===== config.mk =====
export PLATFORM = sky130hd
export DESIGN_NAME = sdram_port_arbiter_flat
export DESIGN_NICKNAME = d
export VERILOG_FILES = /design/src/rtl/sdram_port_arbiter_if.sv /design/src/rtl/sdram_port_arbiter.sv /design/src/flat_wrapper.sv
export SDC_FILE = /design/constraint.sdc
export NUM_CORES = 1
export LEC_CHECK = 0
export BUFFER_PORTS_ARGS = -buffer_cell sky130_fd_sc_hd__buf_2
export CAP_MARGIN = 20
export CORE_MARGIN = 2
export CORE_UTILIZATION = 50
export CTS_BUF_LIST = sky130_fd_sc_hd__clkbuf_16
export DETAILED_ROUTE_END_ITERATION = 8
export PLACE_DENSITY_LB_ADDON = 0.1
export SYNTH_ARGS = -nofsm -noshare
export SYNTH_HDL_FRONTEND = slang
export SYNTH_SLANG_ARGS = --single-unit

===== constraint.sdc =====
create_clock -name clk42 -period 3.3 [get_ports clk42]
set_input_delay 0.825 -clock clk42 [delete_from_list [all_inputs] [get_ports clk42]]
set_output_delay 0.825 -clock clk42 [all_outputs]
set_load 0.1 [all_outputs]

===== src/rtl/sdram_port_arbiter_if.sv =====
// sdram_port_arbiter_if: download, CPU and SDRAM command signals around the port arbiter
interface sdram_port_arbiter_if #(
    parameter int ADDR_W = 25
);
    logic              dn_go;
    logic              dn_wr;
    logic [ADDR_W-1:0] dn_addr;
    logic [7:0]        dn_data;
    logic              dn_overflow;
    logic              cpu_req;
    logic              cpu_we;
    logic [ADDR_W-1:0] cpu_addr;
    logic [7:0]        cpu_din;
    logic [7:0]        cpu_dout;
    logic              cpu_ack;
    logic              mem_req;
    logic              mem_ref;
    logic              mem_we;
    logic [ADDR_W-1:0] mem_addr;
    logic [7:0]        mem_din;
    logic              mem_ack;
    logic [7:0]        mem_dout;
    logic              busy;

    modport slave (
        input  dn_go, dn_wr, dn_addr, dn_data,
        input  cpu_req, cpu_we, cpu_addr, cpu_din,
        input  mem_ack, mem_dout,
        output dn_overflow, cpu_dout, cpu_ack,
        output mem_req, mem_ref, mem_we, mem_addr, mem_din, busy
    );

    modport master (
        output dn_go, dn_wr, dn_addr, dn_data,
        output cpu_req, cpu_we, cpu_addr, cpu_din,
        output mem_ack, mem_dout,
        input  dn_overflow, cpu_dout, cpu_ack,
        input  mem_req, mem_ref, mem_we, mem_addr, mem_din, busy
    );
endinterface


===== src/rtl/sdram_port_arbiter.sv =====
// sdram_port_arbiter: shares one SDRAM sequencer port between download FIFO, CPU and refresh
module sdram_port_arbiter #(
    parameter int REFRESH_CYCLES = 328,
    parameter int FIFO_DEPTH     = 4,
    parameter int ADDR_W         = 25
) (
    input logic                 clk42,
    input logic                 reset_n,
    sdram_port_arbiter_if.slave bus
);
    localparam int PW = $clog2(FIFO_DEPTH);
    localparam int TW = $clog2(REFRESH_CYCLES + 1);
    localparam int EW = ADDR_W + 8;
    localparam logic [1:0] IDLE = 2'd0;
    localparam logic [1:0] CMD  = 2'd1;
    localparam logic [1:0] DONE = 2'd2;

    logic [EW-1:0]     fifo_mem [FIFO_DEPTH];
    logic [EW-1:0]     head;
    logic [PW:0]       wr_ptr_q, wr_ptr_d, rd_ptr_q, rd_ptr_d;
    logic [TW-1:0]     timer_q, timer_d;
    logic [1:0]        debt_q, debt_d;
    logic [1:0]        state_q, state_d;
    logic              dn_go_q, ovf_q, ovf_d;
    logic              req_q, req_d, ref_q, ref_d, we_q, we_d;
    logic [ADDR_W-1:0] addr_q, addr_d;
    logic [7:0]        din_q, din_d, dout_q, dout_d;
    logic              gcpu_q, gcpu_d, ack_q, ack_d;
    logic              fifo_empty, fifo_full, idle, wrap, done_cmd;
    logic              grant, grant_ref, grant_fifo, grant_cpu, push;

    assign head = fifo_mem[rd_ptr_q[PW-1:0]];

    always_comb begin
        fifo_empty = wr_ptr_q == rd_ptr_q;
        fifo_full  = wr_ptr_q == {~rd_ptr_q[PW], rd_ptr_q[PW-1:0]};
        idle       = state_q == IDLE;
        grant_fifo = idle && !debt_q[1] && !fifo_empty;
        grant_cpu  = idle && !debt_q[1] && fifo_empty && bus.cpu_req;
        grant_ref  = idle && (debt_q[1] || (debt_q == 2'd1 && fifo_empty && !bus.cpu_req));
        grant      = grant_ref || grant_fifo || grant_cpu;
        // a full FIFO still accepts a byte when the head leaves in the same cycle
        push       = bus.dn_wr && (!fifo_full || grant_fifo);
        wr_ptr_d   = push ? wr_ptr_q + 1'b1 : wr_ptr_q;
        rd_ptr_d   = grant_fifo ? rd_ptr_q + 1'b1 : rd_ptr_q;
        ovf_d      = (bus.dn_wr && !push) ? 1'b1 : (bus.dn_go && !dn_go_q) ? 1'b0 : ovf_q;
        wrap       = timer_q == TW'(REFRESH_CYCLES - 1);
        timer_d    = wrap ? '0 : timer_q + 1'b1;
        // wrap and grant together cancel; the wrap alone saturates at 3
        debt_d     = (wrap && !grant_ref && debt_q != 2'd3) ? debt_q + 2'd1 :
                     (!wrap && grant_ref) ? debt_q - 2'd1 : debt_q;
        done_cmd   = state_q == CMD && bus.mem_ack;
        state_d    = grant ? CMD : done_cmd ? DONE : (state_q == DONE) ? IDLE : state_q;
        req_d      = state_d == CMD;
        ref_d      = grant ? grant_ref : ref_q;
        we_d       = grant ? (grant_fifo || (grant_cpu && bus.cpu_we)) : we_q;
        addr_d     = grant_fifo ? head[EW-1:8] : grant_cpu ? bus.cpu_addr : addr_q;
        din_d      = grant_fifo ? head[7:0] : grant_cpu ? bus.cpu_din : din_q;
        gcpu_d     = grant ? grant_cpu : gcpu_q;
        ack_d      = done_cmd && gcpu_q;
        dout_d     = (done_cmd && gcpu_q && !we_q) ? bus.mem_dout : dout_q;
    end

    always_ff @(posedge clk42)
        if (push) fifo_mem[wr_ptr_q[PW-1:0]] <= {bus.dn_addr, bus.dn_data};

    always_ff @(posedge clk42 or negedge reset_n) begin
        if (!reset_n) begin
            wr_ptr_q <= '0;
            rd_ptr_q <= '0;
            timer_q  <= '0;
            debt_q   <= '0;
            state_q  <= IDLE;
            dn_go_q  <= 1'b0;
            ovf_q    <= 1'b0;
            req_q    <= 1'b0;
            ref_q    <= 1'b0;
            we_q     <= 1'b0;
            addr_q   <= '0;
            din_q    <= '0;
            gcpu_q   <= 1'b0;
            ack_q    <= 1'b0;
            dout_q   <= '0;
        end else begin
            wr_ptr_q <= wr_ptr_d;
            rd_ptr_q <= rd_ptr_d;
            timer_q  <= timer_d;
            debt_q   <= debt_d;
            state_q  <= state_d;
            dn_go_q  <= bus.dn_go;
            ovf_q    <= ovf_d;
            req_q    <= req_d;
            ref_q    <= ref_d;
            we_q     <= we_d;
            addr_q   <= addr_d;
            din_q    <= din_d;
            gcpu_q   <= gcpu_d;
            ack_q    <= ack_d;
            dout_q   <= dout_d;
        end
    end

    assign bus.dn_overflow = ovf_q;
    assign bus.cpu_dout    = dout_q;
    assign bus.cpu_ack     = ack_q;
    assign bus.mem_req     = req_q;
    assign bus.mem_ref     = ref_q;
    assign bus.mem_we      = we_q;
    assign bus.mem_addr    = addr_q;
    assign bus.mem_din     = din_q;
    assign bus.busy        = !fifo_empty || state_q != IDLE;
endmodule

===== src/flat_wrapper.sv =====
// flat-port wrapper written by rule: the top's interface ports become plain ports
module sdram_port_arbiter_flat 
#(
    parameter int REFRESH_CYCLES = 328,
    parameter int FIFO_DEPTH     = 4,
    parameter int ADDR_W         = 25
)
  (clk42, reset_n, bus_dn_go, bus_dn_wr, bus_dn_addr, bus_dn_data, bus_cpu_req, bus_cpu_we, bus_cpu_addr, bus_cpu_din, bus_mem_ack, bus_mem_dout, bus_dn_overflow, bus_cpu_dout, bus_cpu_ack, bus_mem_req, bus_mem_ref, bus_mem_we, bus_mem_addr, bus_mem_din, bus_busy);
  sdram_port_arbiter_if #(.ADDR_W(ADDR_W)) bus_i ();
  input logic clk42;
  input logic reset_n;
  input wire logic [$bits(bus_i.dn_go)-1:0] bus_dn_go;
  input wire logic [$bits(bus_i.dn_wr)-1:0] bus_dn_wr;
  input wire logic [$bits(bus_i.dn_addr)-1:0] bus_dn_addr;
  input wire logic [$bits(bus_i.dn_data)-1:0] bus_dn_data;
  input wire logic [$bits(bus_i.cpu_req)-1:0] bus_cpu_req;
  input wire logic [$bits(bus_i.cpu_we)-1:0] bus_cpu_we;
  input wire logic [$bits(bus_i.cpu_addr)-1:0] bus_cpu_addr;
  input wire logic [$bits(bus_i.cpu_din)-1:0] bus_cpu_din;
  input wire logic [$bits(bus_i.mem_ack)-1:0] bus_mem_ack;
  input wire logic [$bits(bus_i.mem_dout)-1:0] bus_mem_dout;
  output wire logic [$bits(bus_i.dn_overflow)-1:0] bus_dn_overflow;
  output wire logic [$bits(bus_i.cpu_dout)-1:0] bus_cpu_dout;
  output wire logic [$bits(bus_i.cpu_ack)-1:0] bus_cpu_ack;
  output wire logic [$bits(bus_i.mem_req)-1:0] bus_mem_req;
  output wire logic [$bits(bus_i.mem_ref)-1:0] bus_mem_ref;
  output wire logic [$bits(bus_i.mem_we)-1:0] bus_mem_we;
  output wire logic [$bits(bus_i.mem_addr)-1:0] bus_mem_addr;
  output wire logic [$bits(bus_i.mem_din)-1:0] bus_mem_din;
  output wire logic [$bits(bus_i.busy)-1:0] bus_busy;
  assign bus_i.dn_go = bus_dn_go;
  assign bus_i.dn_wr = bus_dn_wr;
  assign bus_i.dn_addr = bus_dn_addr;
  assign bus_i.dn_data = bus_dn_data;
  assign bus_i.cpu_req = bus_cpu_req;
  assign bus_i.cpu_we = bus_cpu_we;
  assign bus_i.cpu_addr = bus_cpu_addr;
  assign bus_i.cpu_din = bus_cpu_din;
  assign bus_i.mem_ack = bus_mem_ack;
  assign bus_i.mem_dout = bus_mem_dout;
  assign bus_dn_overflow = bus_i.dn_overflow;
  assign bus_cpu_dout = bus_i.cpu_dout;
  assign bus_cpu_ack = bus_i.cpu_ack;
  assign bus_mem_req = bus_i.mem_req;
  assign bus_mem_ref = bus_i.mem_ref;
  assign bus_mem_we = bus_i.mem_we;
  assign bus_mem_addr = bus_i.mem_addr;
  assign bus_mem_din = bus_i.mem_din;
  assign bus_busy = bus_i.busy;
  sdram_port_arbiter #(.REFRESH_CYCLES(REFRESH_CYCLES), .FIFO_DEPTH(FIFO_DEPTH), .ADDR_W(ADDR_W)) u_core (.clk42(clk42), .reset_n(reset_n), .bus(bus_i));
endmodule

Yosys cells after proc, flatten, opt, wreduce, memory -nomap -nowiden
Memory sizes are Yosys's and may differ from the RTL's.
Index checks and enable logic that the tools add are counted.
{"block": "word_totals", "input_bits": 81, "regBits": 67, "latchBits": 0, "ram_bits": 132, "n_memories": 1, "rom_bits": 0}
{"block": "classes", "div_mod_pow": 0, "eq_ne": 8, "muxes": 14, "reduce_logical": 37, "shift": 0, "n_mul": 0, "n_lt_le_gt_ge": 0, "n_bitwise": 1, "add_sub_neg": 5}
{"memory": "u_core.fifo_mem", "words": 4, "width": 33, "read_ports": 1, "rd_ports_with_merged_regs": 0, "write_ports": 1, "line": "sdram_port_arbiter.sv:18", "rtl": "logic [EW-1:0] fifo_mem [FIFO_DEPTH];"}
{"op": "two-way mux 25 bit", "n": 2}
{"op": "logical AND 1 bit", "n": 17}
{"op": "two-way mux 8 bit", "n": 2}
{"op": "two-way mux 2 bit", "n": 5}
{"op": "adder 9 x 1 -> 9 bit (second input constant)", "n": 1}
{"op": "equality test 9 bit (second input constant)", "n": 1}
{"op": "logical NOT 1 bit", "n": 9}
{"op": "two-way mux 9 bit", "n": 1}
{"op": "nonzero test 2 bit", "n": 4}
{"op": "adder 3 x 1 -> 3 bit (second input constant)", "n": 2}
{"op": "equality test 2 x 1 -> 1 bit (second input constant)", "n": 3}
{"op": "equality test 3 bit", "n": 2}
{"op": "logical OR 1 bit", "n": 6}
{"op": "two-way mux 1 bit", "n": 4}
{"op": "adder 2 x 1 -> 2 bit (second input constant)", "n": 1}
{"op": "equality test 2 bit (second input constant)", "n": 1}
{"op": "logical NOT 2 bit", "n": 1}
{"op": "inequality test 2 bit (second input constant)", "n": 1}
{"op": "subtractor 2 x 1 -> 2 bit (second input constant)", "n": 1}
{"op": "inverter 1 bit", "n": 1}

Longest topological paths before layout
{"block": "logic_depth", "depth_word": 9, "mapped_depth": 7, "mapped_depth_nobuf": 6}

Worst setup path after synthesis
No wires, ideal clock.
{"block": "synth_path", "kind": "register to output", "startpoint": "register u_core.rd_ptr_q[0]", "endpoint": "output port bus_busy", "path_slack_ps": 548, "path_stages_with_launch": 7, "t_arrival_ps": 1927, "path_cell_list": "dfrtp_1 -> buf_2 -> xnor2_2 -> and3_1 -> buf_2 -> buf_2 -> nand2_1"}
{"block": "synth_between", "elab_chain_cells": 3}
{"element": "from (decl)", "line": "sdram_port_arbiter.sv:20", "rtl": "logic [PW:0] wr_ptr_q, wr_ptr_d, rd_ptr_q, rd_ptr_d;"}
{"element": "from (signal assigned)", "line": "sdram_port_arbiter.sv:86", "rtl": "rd_ptr_q <= rd_ptr_d;"}
{"element": "equality test 3 bit", "line": "sdram_port_arbiter.sv:35", "rtl": "fifo_empty = wr_ptr_q == rd_ptr_q;"}
{"element": "logical NOT 1 bit", "line": "sdram_port_arbiter.sv:111", "rtl": "assign bus.busy = !fifo_empty || state_q != IDLE;"}
{"element": "logical OR 1 bit", "line": "sdram_port_arbiter.sv:111"}
{"element": "to (decl)", "line": "flat_wrapper.sv:30", "rtl": "output wire logic [$bits(bus_i.busy)-1:0] bus_busy;"}
Every way passes these cells.

Final worst setup path
{"block": "layout_path", "startpoint": "register u_core.rd_ptr_q[2]", "endpoint": "output port bus_busy"}
Same word-level chain as after synthesis.

==> results.txt <==
----------------------------------------------------
[Outcome]
  Outcome ... finished, final reports clean

[Die]
  Die Y-Extent ... ~130 µm
  Overall die area ... 16850 µm²
  Core Region ... about 15000 µm²
  Effective utilization at floorplan ... roughly half
  Overall die width ... about 130 µm
  # IOs ... 128
  Number of rows created at floorplan ... 45

[Synthesis]
  Share of synthesized registers carrying an async set or reset ... between 30 and 40%
  Syn avg cell area ... around 18 µm²
  Synth Cell Area ... between 7000 and 8000 µm²
  Yosys warning total ... 0
  XOR/XNOR share of the synthesized area ... approximately 1.6%
  Fraction of the mapped netlist area in compound gates ... under 10%
  Synthesized instance count ... around 450
  Most used flip-flop cell after synthesis ... sky130_fd_sc_hd__edfxtp_1
  Biggest area contributors in the synthesized netlist ... sky130_fd_sc_hd__edfxtp_1, sky130_fd_sc_hd__dfrtp_1, sky130_fd_sc_hd__mux4_2
  Multiplexer fraction of the synthesized cell area ... 13.33%
  Number of flops mapped to enable cells by yosys ... ~130
  Sequential fraction of the synthesis area ... between 70% and 80%
  Number of synthesized register bits ... 199
  Share of synthesized cell area in and, or, nand and nor gates ... 4.696%
  Largest family of logic cells by synthesized area ... multiplexers
  Number of distinct standard cells referenced by the synthesized netlist ... between 50 and 60
  Fraction of the mapped netlist area in adder cells ... 1.265%
  Post-synth net total ... about 540
  Leading area contributor after synthesis ... sky130_fd_sc_hd__edfxtp_1
  Fraction of post-synthesis cell area in the top cell type by area ... around 50%

[CTS]
  Number of buffers inserted by hold repair at cts ... 0
  Clock-pin slew on the worst setup and hold paths ... 0.06 ns
  Longest Clk Path Bufs ... 2
  Clock insertion delay at the later pin of the skew report ... roughly 0.42 ns
  TritonCTS clock tree ... done
  Deepest level of the CTS H-tree ... 4
  Post-cts repair resize count ... 0
  TritonCTS buffer count ... 17
  Buffer type at the clock tree root ... sky130_fd_sc_hd__clkbuf_16
  Post-CTS Repair Setup Buffers ... 0
  Clk sink count ... around 200

[Route]
  Number of iterations in the first detailed-routing pass ... 5
  Vias per Instance ... between 5 and 6
  DRC marker count from the first detailed-route iteration ... roughly 350
  Routed wire per std cell ... 18.99 µm
  Number of remaining DRC errors ... 0
  Final antenna-violating net count ... 0
  Total Wirelength ... about 15000 µm
  Via count ... between 4000 and 5000

[Global route]
  Total overflow reported by the global router ... 0
  Number of antenna violations at the first check in global routing ... 1
  Number of global-route vias before repair ... roughly 4500
  Pin count of the biggest net entering global routing ... 68
  First-pass GRT wire length ... 24230 µm
  Total global-route track usage ... roughly 19%

[Placed design]
  Area after detailed placement ... between 8000 and 9000 µm²
  Dpl hpwl ... roughly 10000 µm
  Placed cell count ... 780
  Count of buffers inserted at the top-level ports ... between 100 and 150
  Final GP Congestion ... 0.7772

[Setup path]
  Critical setup path kind ... flop to output pin
  Worst Setup End Kind ... output pin
  Launching point of the worst reg2reg path ... u_core.state_q[0]
  Highest fanout seen on the critical path ... 6
  Critical Path Source ... u_core.rd_ptr_q[2]
  Setup crit start kind ... flop
  Arrival time of the worst setup path ... just under 2 ns
  Data required, critical path ... around 2.5 ns

[Cells and area]
  Fill cell count ... 1219
  Sequential cell area in the final layout ... 5643 µm²
  Number of antenna cells inserted ... 0
  Final-stage net count ... 677
  Final design instance area without fill ... 9360 µm²
  Synthesis-to-layout area growth ... 18.28%
  Area occupied by multi-input gates ... about 2200 µm²
  Fraction of final layout cells with drive strength greater than 1 ... between 30% and 40%
  Count of placed standard cells in the final layout, fillers left out ... 812

[Timing]
  Fmax ... about 0.36 GHz
  Clock period minus worst slack ... 2.760 ns
  Setup repair after global routing missed its margin ... false
  Worst slew pin tran ... between 0.8 and 0.9 ns
  Worst Skew ... around 0.012 ns
  Setup violation total in the final timing report ... 0
  Hold WS ... 0.4615 ns
  Setup_tns ... 0 ns
  Worst slew margin ... roughly two fifths
  Final cycle utilization of the critical path ... between 80% and 90%
  Number of max-slew violations in the final report ... 0
  Number of failing hold endpoints at the final stage ... 0

[Flow run]
  Number of violations of the max-capacitance limit ... 0

[Hold path]
  Hold crit path type ... flop to flop
  Worst Hold Launch ... u_core.timer_q[0]

----------------------------------------------------
worst max-delay path, stage by stage, from the launching register on:
cell,delay (ns)
sky130_fd_sc_hd__dfrtp_1,0.42
sky130_fd_sc_hd__xnor2_1,0.48
sky130_fd_sc_hd__and3_1,0.25
sky130_fd_sc_hd__nand2_1,0.06
sky130_fd_sc_hd__buf_2,0.30
per-stage QoR:
step	utilization [%]	worst slack, ns
2_1_floorplan	-	0.5477
3_3_place_gp	57.67	0.9380
3_5_place_dp	57.67	0.9354
4_1_cts	61.12	0.5086
5_1_grt	61.12	0.4140
6_report	61.12	0.5400
Yosys cell counts, types with 2 or more instances:
library cell / instances
sky130_fd_sc_hd__a21o_1: 2
sky130_fd_sc_hd__a21oi_1: 3
sky130_fd_sc_hd__a2bb2oi_1: 12
sky130_fd_sc_hd__a41oi_1: 2
sky130_fd_sc_hd__and2_1: 5
sky130_fd_sc_hd__and3_1: 3
sky130_fd_sc_hd__buf_2: 13
sky130_fd_sc_hd__clkbuf_1: 6
sky130_fd_sc_hd__dfrtp_1: 67
sky130_fd_sc_hd__edfxtp_1: 132
sky130_fd_sc_hd__ha_1: 8
sky130_fd_sc_hd__inv_1: 6
sky130_fd_sc_hd__mux2_2: 9
sky130_fd_sc_hd__mux2i_1: 21
sky130_fd_sc_hd__mux4_2: 33
sky130_fd_sc_hd__nand2_1: 27
sky130_fd_sc_hd__nand2b_1: 3
sky130_fd_sc_hd__nand3_1: 5
sky130_fd_sc_hd__nand4_1: 3
sky130_fd_sc_hd__nand4b_1: 2
sky130_fd_sc_hd__nor2_1: 8
sky130_fd_sc_hd__nor3_1: 2
sky130_fd_sc_hd__o21ai_0: 25
sky130_fd_sc_hd__o21ai_1: 3
sky130_fd_sc_hd__o22ai_1: 12
sky130_fd_sc_hd__or3_1: 2
sky130_fd_sc_hd__xnor2_1: 7
sky130_fd_sc_hd__xnor2_2: 2
sky130_fd_sc_hd__xor2_1: 4
worst paths after layout:
path                       cells after the start                     to  slack [ns]
max in group asynchronous                      1     u_core.rd_ptr_q[0]        2.14
min in group asynchronous                      1      u_core.state_q[1]        0.54
max                                            4               bus_busy        0.54
min reg2reg                                    1      u_core.timer_q[0]        0.46
min                                            1      u_core.timer_q[0]        0.46
max reg2reg                                    4  u_core.fifo_mem[0][8]        0.93
layer usage:
layer	track usage (%)	wire, µm	share of wire (%)	up-vias
li1	-	-	-	2047
met1	25.61	6881	45	2254
met2	32.18	7684	50	112
met3	4.920	686	4.4	13
met4	5.946	154	1.0	2
met5	0	11	0.071	-
layout make-up:
cell class	count	share of cell area [%]
flip-flops and latches	199	60.29
inverters	6	0.2406
well taps	211	2.820
repair buffers	138	7.967
clock buffers	17	4.545
multi-input cells	226	23.05
clock inverters	15	1.096
registers in the layout, indices dropped and copies added (netlist names), 2 cells and up:
| signal | flops |
|---|---|
| u_core.bus.cpu_dout | 8 |
| u_core.state_q | 2 |
| u_core.timer_q | 9 |
| u_core.bus.mem_addr | 25 |
| u_core.fifo_mem | 132 |
| u_core.debt_q | 2 |
| u_core.bus.mem_din | 8 |
| u_core.rd_ptr_q | 3 |
| u_core.wr_ptr_q | 3 |
logic make-up (layout without fill, tap and decap cells):
| family | after synthesis | count (layout) |
|---|---|---|
| xor gates and xnor gates | 13 | 13 |
| DFF | 199 | 199 |
| buffers and inverters | 27 | 176 |
| adders and majority gates | 8 | 8 |
| muxes | 63 | 63 |
| and+or+nand+nor | 70 | 70 |
| AOI/OAI and AO/OA | 72 | 72 |
placed cells by master, fill, tap and decap left out, drive strengths merged, types with 3 or more instances in the layout:
cell and instances:
a21oi 3, a2bb2oi 12, a41oi 3, and2 6
and3 3, buf 138, clkbuf 17, clkinv 6
clkinvlp 3, dfrtp 67, edfxtp 132, ha 8
inv 11, mux2 9, mux2i 21, mux4 33
nand2 27, nand2b 3, nand3 5, nand4 3
nor2 8, nor3 4, o21ai 28, o22ai 12
xnor2 9, xor2 4
Power is not shown: default switching activity piles up to over one toggle a cycle in this logic, so the estimate is an artifact.
